### src/rtl/op_dispatcher_pkg.sv
// Shared op word, command codes and dispatcher state encoding for the op sequencing path.
// The state enum is exported so the processor debug view can decode dispatcher state.
package op_dispatcher_pkg;

  localparam int OP_ARG_W = 32;

  typedef logic [7:0] op_cmd_t;

  localparam op_cmd_t OP_CMD_G00 = 8'd0;
  localparam op_cmd_t OP_CMD_G01 = 8'd1;
  localparam op_cmd_t OP_CMD_G02 = 8'd2;
  localparam op_cmd_t OP_CMD_G03 = 8'd3;
  localparam op_cmd_t OP_CMD_G04 = 8'd4;
  localparam op_cmd_t OP_CMD_G28 = 8'd28;
  localparam op_cmd_t OP_CMD_G90 = 8'd90;
  localparam op_cmd_t OP_CMD_G91 = 8'd91;

  typedef struct packed {
    op_cmd_t                    cmd;
    logic signed [OP_ARG_W-1:0] arg0;
    logic signed [OP_ARG_W-1:0] arg1;
    logic signed [OP_ARG_W-1:0] arg2;
    logic signed [OP_ARG_W-1:0] arg3;
    logic signed [OP_ARG_W-1:0] arg4;
  } Op_st;

  typedef enum logic [1:0] {
    DISP_IDLE  = 2'd0,
    DISP_TRIG  = 2'd1,
    DISP_WAIT  = 2'd2,
    DISP_DRAIN = 2'd3
  } OpDispatcherState_t;

endpackage

### src/rtl/op_dispatcher_if.sv
// Parser-side op handshake plus handler trigger/done, bundled for the dispatcher.
// The master modport is the dispatcher's view; slave is the parser/handler side.
interface op_dispatcher_if;
  import op_dispatcher_pkg::*;

  logic in_valid;
  logic in_ready;
  Op_st in_op;
  logic out_trigger;
  logic handler_done;

  modport master (
    input  in_valid,
    input  in_op,
    input  handler_done,
    output in_ready,
    output out_trigger
  );

  modport slave (
    output in_valid,
    output in_op,
    output handler_done,
    input  in_ready,
    input  out_trigger
  );

endinterface

### src/rtl/op_dispatcher_watchdog.sv
// Handler watchdog: cleared on trigger, counts while enabled, flags expiry on the last allowed cycle.
// TIMEOUT_CYCLES of 0 removes the counter entirely.
module op_watchdog #(
  parameter int TIMEOUT_CYCLES = 2**24
) (
  input  logic clk,
  input  logic reset,
  input  logic clear,
  input  logic enable,
  output logic expire
);

  if (TIMEOUT_CYCLES == 0) begin : g_off
    logic unused_inputs;
    assign unused_inputs = ^{clk, reset, clear, enable};
    assign expire        = 1'b0;
  end else begin : g_on
    localparam int CW = (TIMEOUT_CYCLES > 1) ? $clog2(TIMEOUT_CYCLES) : 1;
    localparam logic [CW-1:0] LAST = CW'(TIMEOUT_CYCLES - 1);

    logic [CW-1:0] cnt_q, cnt_d;

    // Saturate at LAST so a stalled enable can never wrap back to a non-expired value.
    always_comb begin
      cnt_d = cnt_q;
      if (clear) begin
        cnt_d = '0;
      end else if (enable && (cnt_q != LAST)) begin
        cnt_d = cnt_q + CW'(1);
      end
    end

    always_ff @(posedge clk or posedge reset) begin
      if (reset) begin
        cnt_q <= '0;
      end else begin
        cnt_q <= cnt_d;
      end
    end

    assign expire = enable && (cnt_q == LAST);
  end

endmodule

### src/rtl/op_dispatcher.sv
// Op dispatcher: accepts one parsed op, pulses the handler trigger, waits for done,
// then drains a level-held done before accepting the next op.
module op_dispatcher
  import op_dispatcher_pkg::*;
#(
  parameter int TIMEOUT_CYCLES = 2**24,
  parameter int COUNT_BITS     = 16
) (
  input  logic                  clk,
  input  logic                  reset,
  op_dispatcher_if.master       bus,
  input  logic                  abort,
  output Op_st                  out_op,
  output logic                  busy,
  output logic                  timeout_err,
  output logic [COUNT_BITS-1:0] done_count
);

  localparam logic [1:0] ST_IDLE  = DISP_IDLE;
  localparam logic [1:0] ST_TRIG  = DISP_TRIG;
  localparam logic [1:0] ST_WAIT  = DISP_WAIT;
  localparam logic [1:0] ST_DRAIN = DISP_DRAIN;

  logic [1:0]            state_q, state_d;
  Op_st                  op_q, op_d;
  logic [COUNT_BITS-1:0] count_q, count_d;
  logic                  err_q, err_d;
  logic                  wd_clear, wd_enable, wd_expire;

  assign wd_clear  = (state_q == ST_TRIG);
  assign wd_enable = (state_q == ST_WAIT);

  op_watchdog #(
    .TIMEOUT_CYCLES(TIMEOUT_CYCLES)
  ) u_watchdog (
    .clk   (clk),
    .reset (reset),
    .clear (wd_clear),
    .enable(wd_enable),
    .expire(wd_expire)
  );

  // Abort outranks everything, including an accept or a done arriving in the same cycle.
  always_comb begin
    state_d = state_q;
    op_d    = op_q;
    count_d = count_q;
    err_d   = err_q;
    unique case (state_q)
      ST_IDLE: begin
        if (abort) begin
          state_d = ST_DRAIN;
        end else if (bus.in_valid) begin
          op_d    = bus.in_op;
          state_d = ST_TRIG;
        end
      end
      ST_TRIG: begin
        state_d = abort ? ST_DRAIN : ST_WAIT;
      end
      ST_WAIT: begin
        if (abort) begin
          state_d = ST_DRAIN;
        end else if (bus.handler_done) begin
          count_d = count_q + COUNT_BITS'(1);
          state_d = ST_DRAIN;
        end else if (wd_expire) begin
          err_d   = 1'b1;
          state_d = ST_DRAIN;
        end
      end
      ST_DRAIN: begin
        if (!abort && !bus.handler_done) begin
          state_d = ST_IDLE;
        end
      end
      default: state_d = ST_IDLE;
    endcase
  end

  always_ff @(posedge clk or posedge reset) begin
    if (reset) begin
      state_q <= ST_IDLE;
      op_q    <= '0;
      count_q <= '0;
      err_q   <= 1'b0;
    end else begin
      state_q <= state_d;
      op_q    <= op_d;
      count_q <= count_d;
      err_q   <= err_d;
    end
  end

  // Ready is held low while reset is asserted so nothing is offered to a dispatcher in reset.
  assign bus.in_ready    = (state_q == ST_IDLE) && !abort && !reset;
  assign bus.out_trigger = (state_q == ST_TRIG);
  assign busy            = (state_q != ST_IDLE);
  assign out_op          = op_q;
  assign timeout_err     = err_q;
  assign done_count      = count_q;

endmodule

### src/flat_wrapper.sv
// flat-port wrapper written by rule: the top's interface ports become plain ports
module op_dispatcher_flat import op_dispatcher_pkg::*;
#(
  parameter int TIMEOUT_CYCLES = 2**24,
  parameter int COUNT_BITS     = 16
)
  (clk, reset, abort, out_op, busy, timeout_err, done_count, bus_in_valid, bus_in_op, bus_handler_done, bus_in_ready, bus_out_trigger);
  op_dispatcher_if bus_i ();
  input  logic clk;
  input  logic reset;
  input  logic abort;
  output Op_st out_op;
  output logic busy;
  output logic timeout_err;
  output logic [COUNT_BITS-1:0] done_count;
  input wire logic [$bits(bus_i.in_valid)-1:0] bus_in_valid;
  input wire logic [$bits(bus_i.in_op)-1:0] bus_in_op;
  input wire logic [$bits(bus_i.handler_done)-1:0] bus_handler_done;
  output wire logic [$bits(bus_i.in_ready)-1:0] bus_in_ready;
  output wire logic [$bits(bus_i.out_trigger)-1:0] bus_out_trigger;
  assign bus_i.in_valid = bus_in_valid;
  assign bus_i.in_op = bus_in_op;
  assign bus_i.handler_done = bus_handler_done;
  assign bus_in_ready = bus_i.in_ready;
  assign bus_out_trigger = bus_i.out_trigger;
  op_dispatcher #(.TIMEOUT_CYCLES(TIMEOUT_CYCLES), .COUNT_BITS(COUNT_BITS)) u_core (.clk(clk), .reset(reset), .bus(bus_i), .abort(abort), .out_op(out_op), .busy(busy), .timeout_err(timeout_err), .done_count(done_count));
endmodule
### config.mk
export PLATFORM = sky130hd
export DESIGN_NAME = op_dispatcher_flat
export DESIGN_NICKNAME = d
export VERILOG_FILES = /design/src/rtl/op_dispatcher_pkg.sv /design/src/rtl/op_dispatcher_if.sv /design/src/rtl/op_dispatcher_watchdog.sv /design/src/rtl/op_dispatcher.sv /design/src/flat_wrapper.sv
export SDC_FILE = /design/constraint.sdc
export NUM_CORES = 1
export LEC_CHECK = 0
export CORE_MARGIN = 4
export CORE_UTILIZATION = 39
export DETAILED_ROUTE_END_ITERATION = 6
export GPL_TIMING_DRIVEN = 0
export PLACE_DENSITY = 0.85
export SLEW_MARGIN = 10
export SYNTH_ARGS = -nofsm -noshare
export SYNTH_HDL_FRONTEND = slang
export SYNTH_SLANG_ARGS = --single-unit
### constraint.sdc
create_clock -name clk -period 6.7 [get_ports clk]
set_input_delay 1.34 -clock clk [delete_from_list [all_inputs] [get_ports clk]]
set_output_delay 1.34 -clock clk [all_outputs]
set_load 0.03 [all_outputs]
# After elaboration in Yosys (flattened, before gate mapping)
# Cells that the tools add are included.
[totals] register_bits=211 latchBits=0 ramBits=0 mem_bits_ro=0 input_bits=173 out_inout_bits=188 elab_cells=47 n_memories=0
[classes] add_sub_neg=2 multipliers=0 div=0 order_cmp=0 eq_ne=8 shift=0 mux=10 bitwise=2 reduce_logical=15
[ops] op="2-to-1 mux 24 bit" count=2
[ops] op="adder 24 x 1 -> 24 bit, second input constant" count=1
[ops] op="== test 24 bit, second input constant" count=1
[ops] op="inequality test 24 bit, second input constant" count=1
[ops] op="adder 16 x 1 -> 16 bit, second input constant" count=1
[ops] op="2-to-1 mux 2 bit" count=6
[ops] op="AND reduction 3 bit" count=3
[ops] op="case mux 2 bit (4 select lines)" count=1
[ops] op="logical AND 1 bit" count=5
[ops] op="== test 2 bit, second input constant" count=2
[ops] op="inequality test 4 x 3 -> 1 bit, second input constant" count=1
[ops] op="AND reduction 4 bit" count=1
[ops] op="nonzero test 2 bit" count=2
[ops] op="zero test 1 bit" count=3
[ops] op="inequality test 3 bit, second input constant" count=1
[ops] op="== test 2 x 1 -> 1 bit, second input constant" count=1
[ops] op="zero test 2 bit" count=1
[ops] op="inequality test 2 x 1 -> 1 bit, second input constant" count=1
[ops] op="NOT 1 bit" count=2
[ops] op="2-to-1 mux 1 bit" count=1

# Depth between registers and ports, before layout
# Gate-level depths: netlist of the first run.
[depth] word_depth=6 mapped_depth=8 ltp_nobuf=7

# By module
# Synthesis of the first run repeated with hierarchy kept, for this count alone.
[unflattened] cells_unflattened=596 area_unflattened_um2=8697.1
[by_module_without_submodules] mod="op_dispatcher" instances=1 cells_each=447 area_each_um2=7236.9 seq_area_each_um2=4679.5
[by_module_without_submodules] mod="op_watchdog" instances=1 cells_each=149 area_each_um2=1460.2 seq_area_each_um2=600.6

# Worst setup path after synthesis of the first run
# OpenSTA, ideal clock, no wires.
[synth_timing] path_type="input to output" from="input port abort" to="output port bus_in_ready" arrival_time_ps=1886 required_ps=5360 setup_slack_ps=3474 path_stages=2 path_buffers=0 cell_sequence="nand2b_1 -> nor2_1"
[synth_via] elab_chain_cells=3
[synth_lines] item="start: declaration" line_no="flat_wrapper.sv:11" rtl="input logic abort;"
[synth_lines] item="zero test 1 bit" line_no="op_dispatcher.sv:96" rtl="assign bus.in_ready = (state_q == ST_IDLE) && !abort && !reset;"
[synth_lines] item="logical AND 1 bit (2 in a row)" line_no="op_dispatcher.sv:96"
[synth_lines] item="end: declaration" line_no="flat_wrapper.sv:19" rtl="output wire logic [$bits(bus_i.in_ready)-1:0] bus_in_ready;"
# Every way passes these cells.

# Worst setup path after layout of the first run
# Same ends and word-level chain as after synthesis.

==> impl_results.html, run 1 <==
<table>
<tr><th>Metric</th><th>Value</th></tr>
<tr><th colspan="2">Synthesis</th></tr>
<tr><td>Yosys warning count</td><td>0</td></tr>
<tr><td>Proportion of synthesized flip-flops having asynchronous set or reset</td><td>100%</td></tr>
<tr><td>Commonest register cell after synthesis</td><td>sky130_fd_sc_hd__dfrtp_1</td></tr>
<tr><td>Post-synthesis average cell area</td><td>14.6 um^2</td></tr>
<tr><td>Share of the yosys chip area belonging to registers</td><td>62.1%</td></tr>
<tr><td>Net count after synthesis</td><td>approximately 760</td></tr>
<tr><td>Post-synth design cell area</td><td>8500 um^2</td></tr>
<tr><td>Count of cell types in the netlist</td><td>38</td></tr>
<tr><td>Top cell type by total area after synthesis</td><td>sky130_fd_sc_hd__dfrtp_1</td></tr>
<tr><td>Area share of the largest cell type after synthesis</td><td>~62%</td></tr>
<tr><td>Most common cell in the synthesized netlist</td><td>sky130_fd_sc_hd__dfrtp_1</td></tr>
<tr><td>Most instantiated cells after synthesis</td><td>211 x sky130_fd_sc_hd__dfrtp_1, 172 x sky130_fd_sc_hd__mux2_2, 20 x sky130_fd_sc_hd__nor2_1, 19 x sky130_fd_sc_hd__xnor2_1, 17 x sky130_fd_sc_hd__nand3_1</td></tr>
<tr><td>Post-Synthesis Cells</td><td>583</td></tr>
<tr><td>Flip-flop and latch count after synthesis</td><td>211</td></tr>
<tr><td>Number of enable flip-flop cells after synthesis</td><td>0</td></tr>
<tr><td>Ranking of synthesized cells by area</td><td>sky130_fd_sc_hd__dfrtp_1 62%, sky130_fd_sc_hd__mux2_2 23%, sky130_fd_sc_hd__xnor2_1 2.0%</td></tr>
<tr><th colspan="2">GRT</th></tr>
<tr><td>Wire length of the first global-routing pass</td><td>38300 um</td></tr>
<tr><td>Via count of the first global-routing pass</td><td>6730</td></tr>
<tr><td>Congestion Overflow GR</td><td>0</td></tr>
<tr><td>Global-route usage over all layers</td><td>20.1%</td></tr>
<tr><td>Pin count of the biggest net entering global routing</td><td>39</td></tr>
<tr><td>Initial antenna violation count</td><td>0</td></tr>
<tr><th colspan="2">Layout</th></tr>
<tr><td>Diodes inserted</td><td>0</td></tr>
<tr><td>Nets</td><td>1154</td></tr>
<tr><td>Fill cell instance count of the final layout</td><td>between 1500 and 2000</td></tr>
<tr><td>Final Instance Area</td><td>13400 um^2</td></tr>
<tr><td>Multi-input combinational cell area</td><td>3080 um^2</td></tr>
<tr><td>Area delta synth-&gt;final</td><td>58.0%</td></tr>
<tr><td>Layout cells sized above 1</td><td>24.6%</td></tr>
<tr><td>Register area</td><td>5280 um^2</td></tr>
<tr><td>Core utilization of the finished layout</td><td>63.3%</td></tr>
<tr><th colspan="2">Setup path</th></tr>
<tr><td>Setup Crit Path Kind</td><td>input port to primary output</td></tr>
<tr><td>Worst-path maximum fanout</td><td>9</td></tr>
<tr><td>Endpoint kind of the worst setup timing path</td><td>primary output</td></tr>
<tr><td>Capture instance of the worst register-to-register path</td><td>u_core.out_op[43]$_DFFE_PP0P_</td></tr>
<tr><td>Critical path required time</td><td>about 5.4 ns</td></tr>
<tr><td>Launch point of the critical path</td><td>abort</td></tr>
<tr><td>Reg-to-reg slack, setup</td><td>4.13 ns</td></tr>
<tr><td>Worst Reg-to-Reg Cells</td><td>6</td></tr>
<tr><td>Type of origin of the critical path</td><td>input port</td></tr>
<tr><td>Reg-to-Reg Start</td><td>u_core.state_q[0]$_DFFE_PP0P_</td></tr>
<tr><td>Worst EP arrival</td><td>2.88 ns</td></tr>
<tr><td>Worst setup endpoint</td><td>bus_in_ready</td></tr>
<tr><th colspan="2">CTS</th></tr>
<tr><td>Maximum buffer depth of the clock tree</td><td>3</td></tr>
<tr><td>Inserted Clock Buffers</td><td>24</td></tr>
<tr><td>Worst-skew pair later-pin latency</td><td>0.50 ns</td></tr>
<tr><td>CTS H-Tree Depth</td><td>1</td></tr>
<tr><td>Cell chosen for the clock root</td><td>sky130_fd_sc_hd__clkbuf_16</td></tr>
<tr><td>Number of gates given a new drive strength after cts</td><td>0</td></tr>
<tr><td>Post-CTS clock slew at the launch and capture registers of the worst setup and hold paths</td><td>0.06 ns</td></tr>
<tr><td>CTS sink cnt</td><td>211</td></tr>
<tr><td>Count of hold-fix buffers inserted at cts</td><td>0</td></tr>
<tr><td>Number of buffers inserted to repair setup after CTS</td><td>0</td></tr>
<tr><td>Clock tree from TritonCTS</td><td>built</td></tr>
<tr><th colspan="2">Pwr</th></tr>
<tr><td>Static Leak</td><td>between 5 and 6 nW</td></tr>
<tr><td>IR Drop Worst-Case VDD</td><td>approximately 330 uV</td></tr>
<tr><td>Pwr dens</td><td>497 nW/um^2</td></tr>
<tr><th colspan="2">Floorplanning</th></tr>
<tr><td>Core region area</td><td>21200 um^2</td></tr>
<tr><td>IO Pins</td><td>361</td></tr>
<tr><td>Chip width</td><td>roughly 160 um</td></tr>
<tr><td>Die ar.</td><td>24200 um^2</td></tr>
<tr><td>Starting density of the core</td><td>40.0%</td></tr>
<tr><td>Floorplan die height</td><td>156 um</td></tr>
<tr><td>Standard-cell row count</td><td>53</td></tr>
<tr><th colspan="2">Place</th></tr>
<tr><td>Input/output buffers</td><td>360</td></tr>
<tr><td>Final GP Congestion</td><td>0.821</td></tr>
<tr><td>Cell area after placement</td><td>12600 um^2</td></tr>
<tr><td>Final HPWL DP</td><td>19400 um</td></tr>
<tr><th colspan="2">Timing</th></tr>
<tr><td>Final worst-path cycle share</td><td>a little over three fifths</td></tr>
<tr><td>Time the final worst path needs with I/O delays and setup</td><td>4.22 ns</td></tr>
<tr><td>Final number of max-transition violations</td><td>0</td></tr>
<tr><td>Hold violation total from the final report</td><td>0</td></tr>
<tr><td>Relative slew slack</td><td>37.6%</td></tr>
<tr><td>Slew of the pin with the lowest slew margin</td><td>0.936 ns</td></tr>
<tr><td>Unrepaired setup endpoints after global routing</td><td>false</td></tr>
<tr><td>Highest attainable clock frequency</td><td>approximately 240 MHz</td></tr>
<tr><td>Final count of negative-setup-slack endpoints</td><td>0</td></tr>
<tr><td>Final setup skew</td><td>0.00601 ns</td></tr>
<tr><td>Post-Route Setup TNS</td><td>0 ns</td></tr>
<tr><th colspan="2">Route</th></tr>
<tr><td>Vias after detailed routing</td><td>6289</td></tr>
<tr><td>Post-DRT Antenna Nets</td><td>0</td></tr>
<tr><td>Routed length per placed instance</td><td>20.1 um</td></tr>
<tr><td>Detailed Routing Iterations Pass 1</td><td>4</td></tr>
<tr><td>Remaining routing DRC violations</td><td>0</td></tr>
<tr><td>Wirelength, routed</td><td>25400 um</td></tr>
<tr><td>Ratio of routed vias to standard cells</td><td>roughly 5</td></tr>
<tr><td>Drt initial violations</td><td>276</td></tr>
<tr><th colspan="2">Hold path</th></tr>
<tr><td>Min-delay worst type</td><td>flop to flop</td></tr>
<tr><td>Hold_sp</td><td>u_core.timeout_err$_DFFE_PP0P_</td></tr>
<tr><th colspan="2">Run</th></tr>
<tr><td>Max capacitance violation total</td><td>0</td></tr>
<tr><th colspan="2">Outcome</th></tr>
<tr><td>Status</td><td>finished, final reports clean</td></tr>
</table>
[worst max-delay path, cell delays in order]
cell,delay (ns)
sky130_fd_sc_hd__clkdlybuf4s50_1,0.54
sky130_fd_sc_hd__nand2b_1,0.23
sky130_fd_sc_hd__nor2_1,0.09
sky130_fd_sc_hd__clkdlybuf4s50_1,0.67
[layout by cell type (no fill, tap or decap), drive strengths merged, types with 3 or more instances in the layout]
master           n
clkdlybuf4s50  360
dfrtp          211
mux2           172
clkbuf          38
buf             24
nor2            20
xnor2           19
nand3           17
nand2           11
o21ai           11
a21oi            9
and3             8
and4             8
xor2             8
or3              8
inv              7
nand4            7
ha               6
and2             6
clkinvlp         5
o211ai           5
clkinv           5
nor3             4
bufinv           4
nor4             3
nor2b            3
mux2i            3
[flip-flops by register name (all words and copies together), names as in the netlist]
name and count:
u_core.out_op 168, u_core.timeout_err 1, u_core.done_count 16, u_core.state_q 2, u_core.u_watchdog.g_on.cnt_q 24
[power by group]
| part | switching (mW) | internal [mW] |
|---|---|---|
| registers | 0.286 | 1.81 |
| clock network | 0.525 | 0.870 |
| logic | 1.73 | 1.45 |
| total | 2.54 | 4.13 |
[how the worst min path moves through the flow]
stage / endpoint / slack [ns] / cells past startpoint
floorplan: u_core.u_watchdog.g_on.cnt_q[21]$_DFFE_PP0P_ / 0.50 / 2
global placement: u_core.done_count[15]$_DFFE_PP0P_ / 0.46 / 1
detailed placement: u_core.done_count[15]$_DFFE_PP0P_ / 0.48 / 1
CTS: u_core.done_count[2]$_DFFE_PP0P_ / 0.50 / 1
global route: u_core.timeout_err$_DFFE_PP0P_ / 0.50 / 1
finish: u_core.timeout_err$_DFFE_PP0P_ / 0.48 / 1
[layer usage]
layer	part of all wire, %	routed length (um)	track usage [%]
met1	37	9360	22.9
met2	50	12800	35.6
met3	8.6	2180	6.13
met4	4.2	1070	7.75
met5	0	0	0
[stage by stage]
| stage | std cells | hold slack (ns) | total power, mW | setup slack [ns] |
|---|---|---|---|---|
| after detailed placement | 1224 | 0.484 | 5.31 | 2.48 |
| after floorplan | 583 | 0.503 | 3.84 | 2.62 |
| after global placement | 1218 | 0.461 | 5.22 | 0.905 |
| after CTS | 1268 | 0.496 | 6.75 | 2.48 |
| final | 1268 | 0.484 | 6.67 | 2.48 |
| after global routing | 1268 | 0.503 | 6.97 | 2.35 |
[final cells by class]
cell class,count,share of cell area (%)
Multi-Input combinational cell,339,22.9
Clock buffer,31,5.05
Tap cell,275,2.56
Timing Repair Buffer,366,27.7
Buffer,25,0.829
Sequential cell,211,39.3
Clock inverter,13,1.33
Inverter,8,0.252
[cell families (layout without fill, tap and decap cells)]
group | count (synthesis) | count (layout) | share of synthesized area, %
AND/OR/NAND/NOR | 102 | 102 | 7.16
AO/OA/AOI/OAI | 29 | 29 | 2.22
buffers and inverters | 33 | 443 | 1.66
flip-flops | 211 | 211 | 62.1
multiplexers | 175 | 175 | 23.1
XOR/XNOR | 27 | 27 | 2.78
adder cells (fa/ha/maj) | 6 | 6 | 0.883
Note: power is estimated with default switching activity, not from simulation.
==> run 2: changes to the inputs <==
Clock period 6.7 ns to 3.78 ns, I/O delays scaled along.
==> results of run 2 <==
The final DEF is identical to that of run 1. Status: finished, final reports clean.
Among the figures that moved: setup slack after placement 2.48 ns -> 0.502 ns; setup slack after layout 2.48 ns -> 0.727 ns; register-to-register setup slack 4.13 ns -> 1.21 ns; total power 6.67 mW -> 11.8 mW; worst IR drop on VDD 328 uV -> 582 uV
==> run 3: changes to the inputs <==
Settings changed: CORE_UTILIZATION 39 to 43, PLACE_DENSITY 0.85 to 0.89.
Clock period 3.78 ns to 3 ns, I/O delays scaled along.
==> run 3 against run 2 <==
- worst setup slack got worse by 0.51 ns
- core utilization rose by 5.2 points
- register-to-register slack got worse by 0.74 ns
- routed wire length rose by 2.8%
- total power rose by 25%
- critical path depth rose by 1
- clock skew rose by 0.0092 ns
- die area fell by 8.8%
- sequential share of layout area rose by 0.28 points
- largest cell class unchanged
- largest power group unchanged
==> impl_results.html, run 3 (synthesis results as in run 1) <==
<table>
<tr><th>Metric</th><th>Value</th></tr>
<tr><th colspan="2">Outcome</th></tr>
<tr><td>Status</td><td>finished, final reports clean</td></tr>
<tr><th colspan="2">Route</th></tr>
<tr><td>Ratio of routed vias to standard cells</td><td>a little over 5</td></tr>
<tr><td>Wirelength, routed</td><td>approximately 26000 um</td></tr>
<tr><td>Remaining routing DRC violations</td><td>0</td></tr>
<tr><td>Detailed Routing Iterations Pass 1</td><td>4</td></tr>
<tr><td>Post-DRT Antenna Nets</td><td>0</td></tr>
<tr><td>Routed length per placed instance</td><td>20.8 um</td></tr>
<tr><td>Drt initial violations</td><td>189</td></tr>
<tr><td>Vias after detailed routing</td><td>6348</td></tr>
<tr><th colspan="2">Place</th></tr>
<tr><td>Placement Setup Slack</td><td>-0.0968 ns</td></tr>
<tr><td>Final HPWL DP</td><td>slightly below 20000 um</td></tr>
<tr><td>Input/output buffers</td><td>360</td></tr>
<tr><td>Final GP Congestion</td><td>between 0.8 and 0.9</td></tr>
<tr><td>Number of cells after detailed placement</td><td>1214</td></tr>
<tr><td>Cell area after placement</td><td>12600 um^2</td></tr>
<tr><th colspan="2">Setup path</th></tr>
<tr><td>Critical path required time</td><td>about 2.4 ns</td></tr>
<tr><td>Worst EP arrival</td><td>around 2.2 ns</td></tr>
<tr><td>Type of origin of the critical path</td><td>flop</td></tr>
<tr><td>Worst-path maximum fanout</td><td>5</td></tr>
<tr><td>Cells along the critical path</td><td>inv_1, ha_1, nand2b_1, nor2_1, clkdlybuf4s50_1</td></tr>
<tr><td>Cell type of the slowest stage on the worst timing path</td><td>sky130_fd_sc_hd__clkdlybuf4s50_1</td></tr>
<tr><td>Endpoint kind of the worst setup timing path</td><td>primary output</td></tr>
<tr><td>Critical Path Max Stage Delay</td><td>0.68 ns</td></tr>
<tr><td>Setup Crit Path Kind</td><td>flop to primary output</td></tr>
<tr><th colspan="2">Timing</th></tr>
<tr><td>Hold slack</td><td>a little under 0.5 ns</td></tr>
<tr><td>Highest attainable clock frequency</td><td>359 MHz</td></tr>
<tr><td>Final count of negative-setup-slack endpoints</td><td>0</td></tr>
<tr><td>Unrepaired setup endpoints after global routing</td><td>false</td></tr>
<tr><td>Final setup skew</td><td>approximately 0.015 ns</td></tr>
<tr><td>Post-Route Setup TNS</td><td>0 ns</td></tr>
<tr><td>Crit path setup slack, layout</td><td>around 0.22 ns</td></tr>
<tr><td>Final number of max-transition violations</td><td>0</td></tr>
<tr><td>Slew of the pin with the lowest slew margin</td><td>0.735 ns</td></tr>
<tr><td>Hold violation total from the final report</td><td>0</td></tr>
<tr><td>Relative slew slack</td><td>51.0%</td></tr>
<tr><td>Final worst-path cycle share</td><td>92.8%</td></tr>
<tr><td>Time the final worst path needs with I/O delays and setup</td><td>2.78 ns</td></tr>
<tr><th colspan="2">Layout</th></tr>
<tr><td>Final Instance Area</td><td>13300 um^2</td></tr>
<tr><td>Fill cell instance count of the final layout</td><td>1336</td></tr>
<tr><td>Number of flip-flops in the largest register</td><td>roughly 170</td></tr>
<tr><td>Area delta synth-&gt;final</td><td>56.9%</td></tr>
<tr><td>Nets</td><td>1153</td></tr>
<tr><td>Core utilization of the finished layout</td><td>about two thirds</td></tr>
<tr><td>Diodes inserted</td><td>0</td></tr>
<tr><td>Final non-filler cell total</td><td>1256</td></tr>
<tr><td>Most frequent cells in the layout</td><td>360 x sky130_fd_sc_hd__clkdlybuf4s50_1, 211 x sky130_fd_sc_hd__dfrtp_1, 172 x sky130_fd_sc_hd__mux2_2</td></tr>
<tr><td>Most common cell after layout, fill and taps aside</td><td>sky130_fd_sc_hd__clkdlybuf4s50_1</td></tr>
<tr><td>Layout cells sized above 1</td><td>approximately 24%</td></tr>
<tr><th colspan="2">GRT</th></tr>
<tr><td>Via count of the first global-routing pass</td><td>6759</td></tr>
<tr><td>Initial antenna violation count</td><td>0</td></tr>
<tr><td>Wire length of the first global-routing pass</td><td>39000 um</td></tr>
<tr><td>Global-route usage over all layers</td><td>22.7%</td></tr>
<tr><td>Pin count of the biggest net entering global routing</td><td>39</td></tr>
<tr><td>Congestion Overflow GR</td><td>0</td></tr>
<tr><th colspan="2">Floorplanning</th></tr>
<tr><td>Die ar.</td><td>22100 um^2</td></tr>
<tr><td>Chip width</td><td>between 100 and 150 um</td></tr>
<tr><td>IO Pins</td><td>about 360</td></tr>
<tr><td>Floorplan die height</td><td>between 100 and 150 um</td></tr>
<tr><td>Core region area</td><td>19500 um^2</td></tr>
<tr><td>Starting density of the core</td><td>43.7%</td></tr>
<tr><td>Standard-cell row count</td><td>51</td></tr>
<tr><th colspan="2">Hold path</th></tr>
<tr><td>Min-delay worst type</td><td>flop to flop</td></tr>
<tr><th colspan="2">CTS</th></tr>
<tr><td>Cell chosen for the clock root</td><td>sky130_fd_sc_hd__clkbuf_16</td></tr>
<tr><td>CTS H-Tree Depth</td><td>1</td></tr>
<tr><td>Inserted Clock Buffers</td><td>23</td></tr>
<tr><td>Clock tree from TritonCTS</td><td>built</td></tr>
<tr><td>CTS sink cnt</td><td>between 200 and 250</td></tr>
<tr><td>Post-CTS clock slew at the launch and capture registers of the worst setup and hold paths</td><td>0.06 ns</td></tr>
<tr><td>Count of hold-fix buffers inserted at cts</td><td>0</td></tr>
<tr><td>Number of buffers inserted to repair setup after CTS</td><td>0</td></tr>
<tr><td>Number of gates given a new drive strength after cts</td><td>0</td></tr>
<tr><td>Maximum buffer depth of the clock tree</td><td>3</td></tr>
<tr><td>Worst-skew pair later-pin latency</td><td>0.50 ns</td></tr>
<tr><th colspan="2">Pwr</th></tr>
<tr><td>Pwr dens</td><td>roughly 1100 nW/um^2</td></tr>
<tr><td>IR Drop Worst-Case VDD</td><td>approximately 650 uV</td></tr>
<tr><td>Static Leak</td><td>5.67 nW</td></tr>
<tr><td>Overall power</td><td>roughly 15 mW</td></tr>
<tr><th colspan="2">Run</th></tr>
<tr><td>Max capacitance violation total</td><td>0</td></tr>
</table>
## run 3: final cells by class
| cell class | instances | area, um^2 | area share (%) |
|---|---|---|---|
| buffer | 25 | 111 | 0.835 |
| clock inverter | 12 | 143 | 1.07 |
| tap | 265 | 332 | 2.49 |
| multi-input combinational | 339 | 3080 | 23.1 |
| sequential | 211 | 5280 | 39.6 |
| timing repair buffer | 366 | 3720 | 27.9 |
| inverter | 8 | 33.8 | 0.253 |
| clock buffer | 30 | 632 | 4.74 |
## run 3: critical path, delay by kind of cell (launching register included)
kind,cells,cell delay (ns)
adders and majority gates,1,0.27
and+or+nand+nor,2,0.22
buffers and inverters,2,0.80
DFF,1,0.42
## run 3: final timing paths
path / start / endpoint / slack (ns) / depth (start not counted)
setup / recovery: u_core.state_q[0]$_DFFE_PP0P_ / bus_in_ready / 0.22 / 5
setup reg to reg: u_core.state_q[0]$_DFFE_PP0P_ / u_core.out_op[7]$_DFFE_PP0P_ / 0.47 / 6
min in group asynchronous: reset / u_core.out_op[158]$_DFFE_PP0P_ / 0.50 / 2
max in group asynchronous: reset / u_core.out_op[124]$_DFFE_PP0P_ / 1.56 / 5
hold / removal: u_core.timeout_err$_DFFE_PP0P_ / u_core.timeout_err$_DFFE_PP0P_ / 0.49 / 1
hold reg to reg: u_core.timeout_err$_DFFE_PP0P_ / u_core.timeout_err$_DFFE_PP0P_ / 0.49 / 1
## run 3: power by group
group          internal [mW]  leakage (nW)  total, mW  switching (mW)
Sequential              4.05          2.61       4.72           0.677
Combinational           3.24          2.68       7.16            3.93
Clock                   1.75         0.388       2.89            1.14
## run 3: layer usage
| layer | vias up | GRT usage [%] | wire length, um |
|---|---|---|---|
| met5 | - | 0 | 0 |
| met4 | 0 | 8.73 | 966 |
| met3 | 61 | 6.89 | 2150 |
| met2 | 249 | 39.1 | 13200 |
| met1 | 3168 | 26.6 | 9840 |
| li1 | 2870 | - | - |
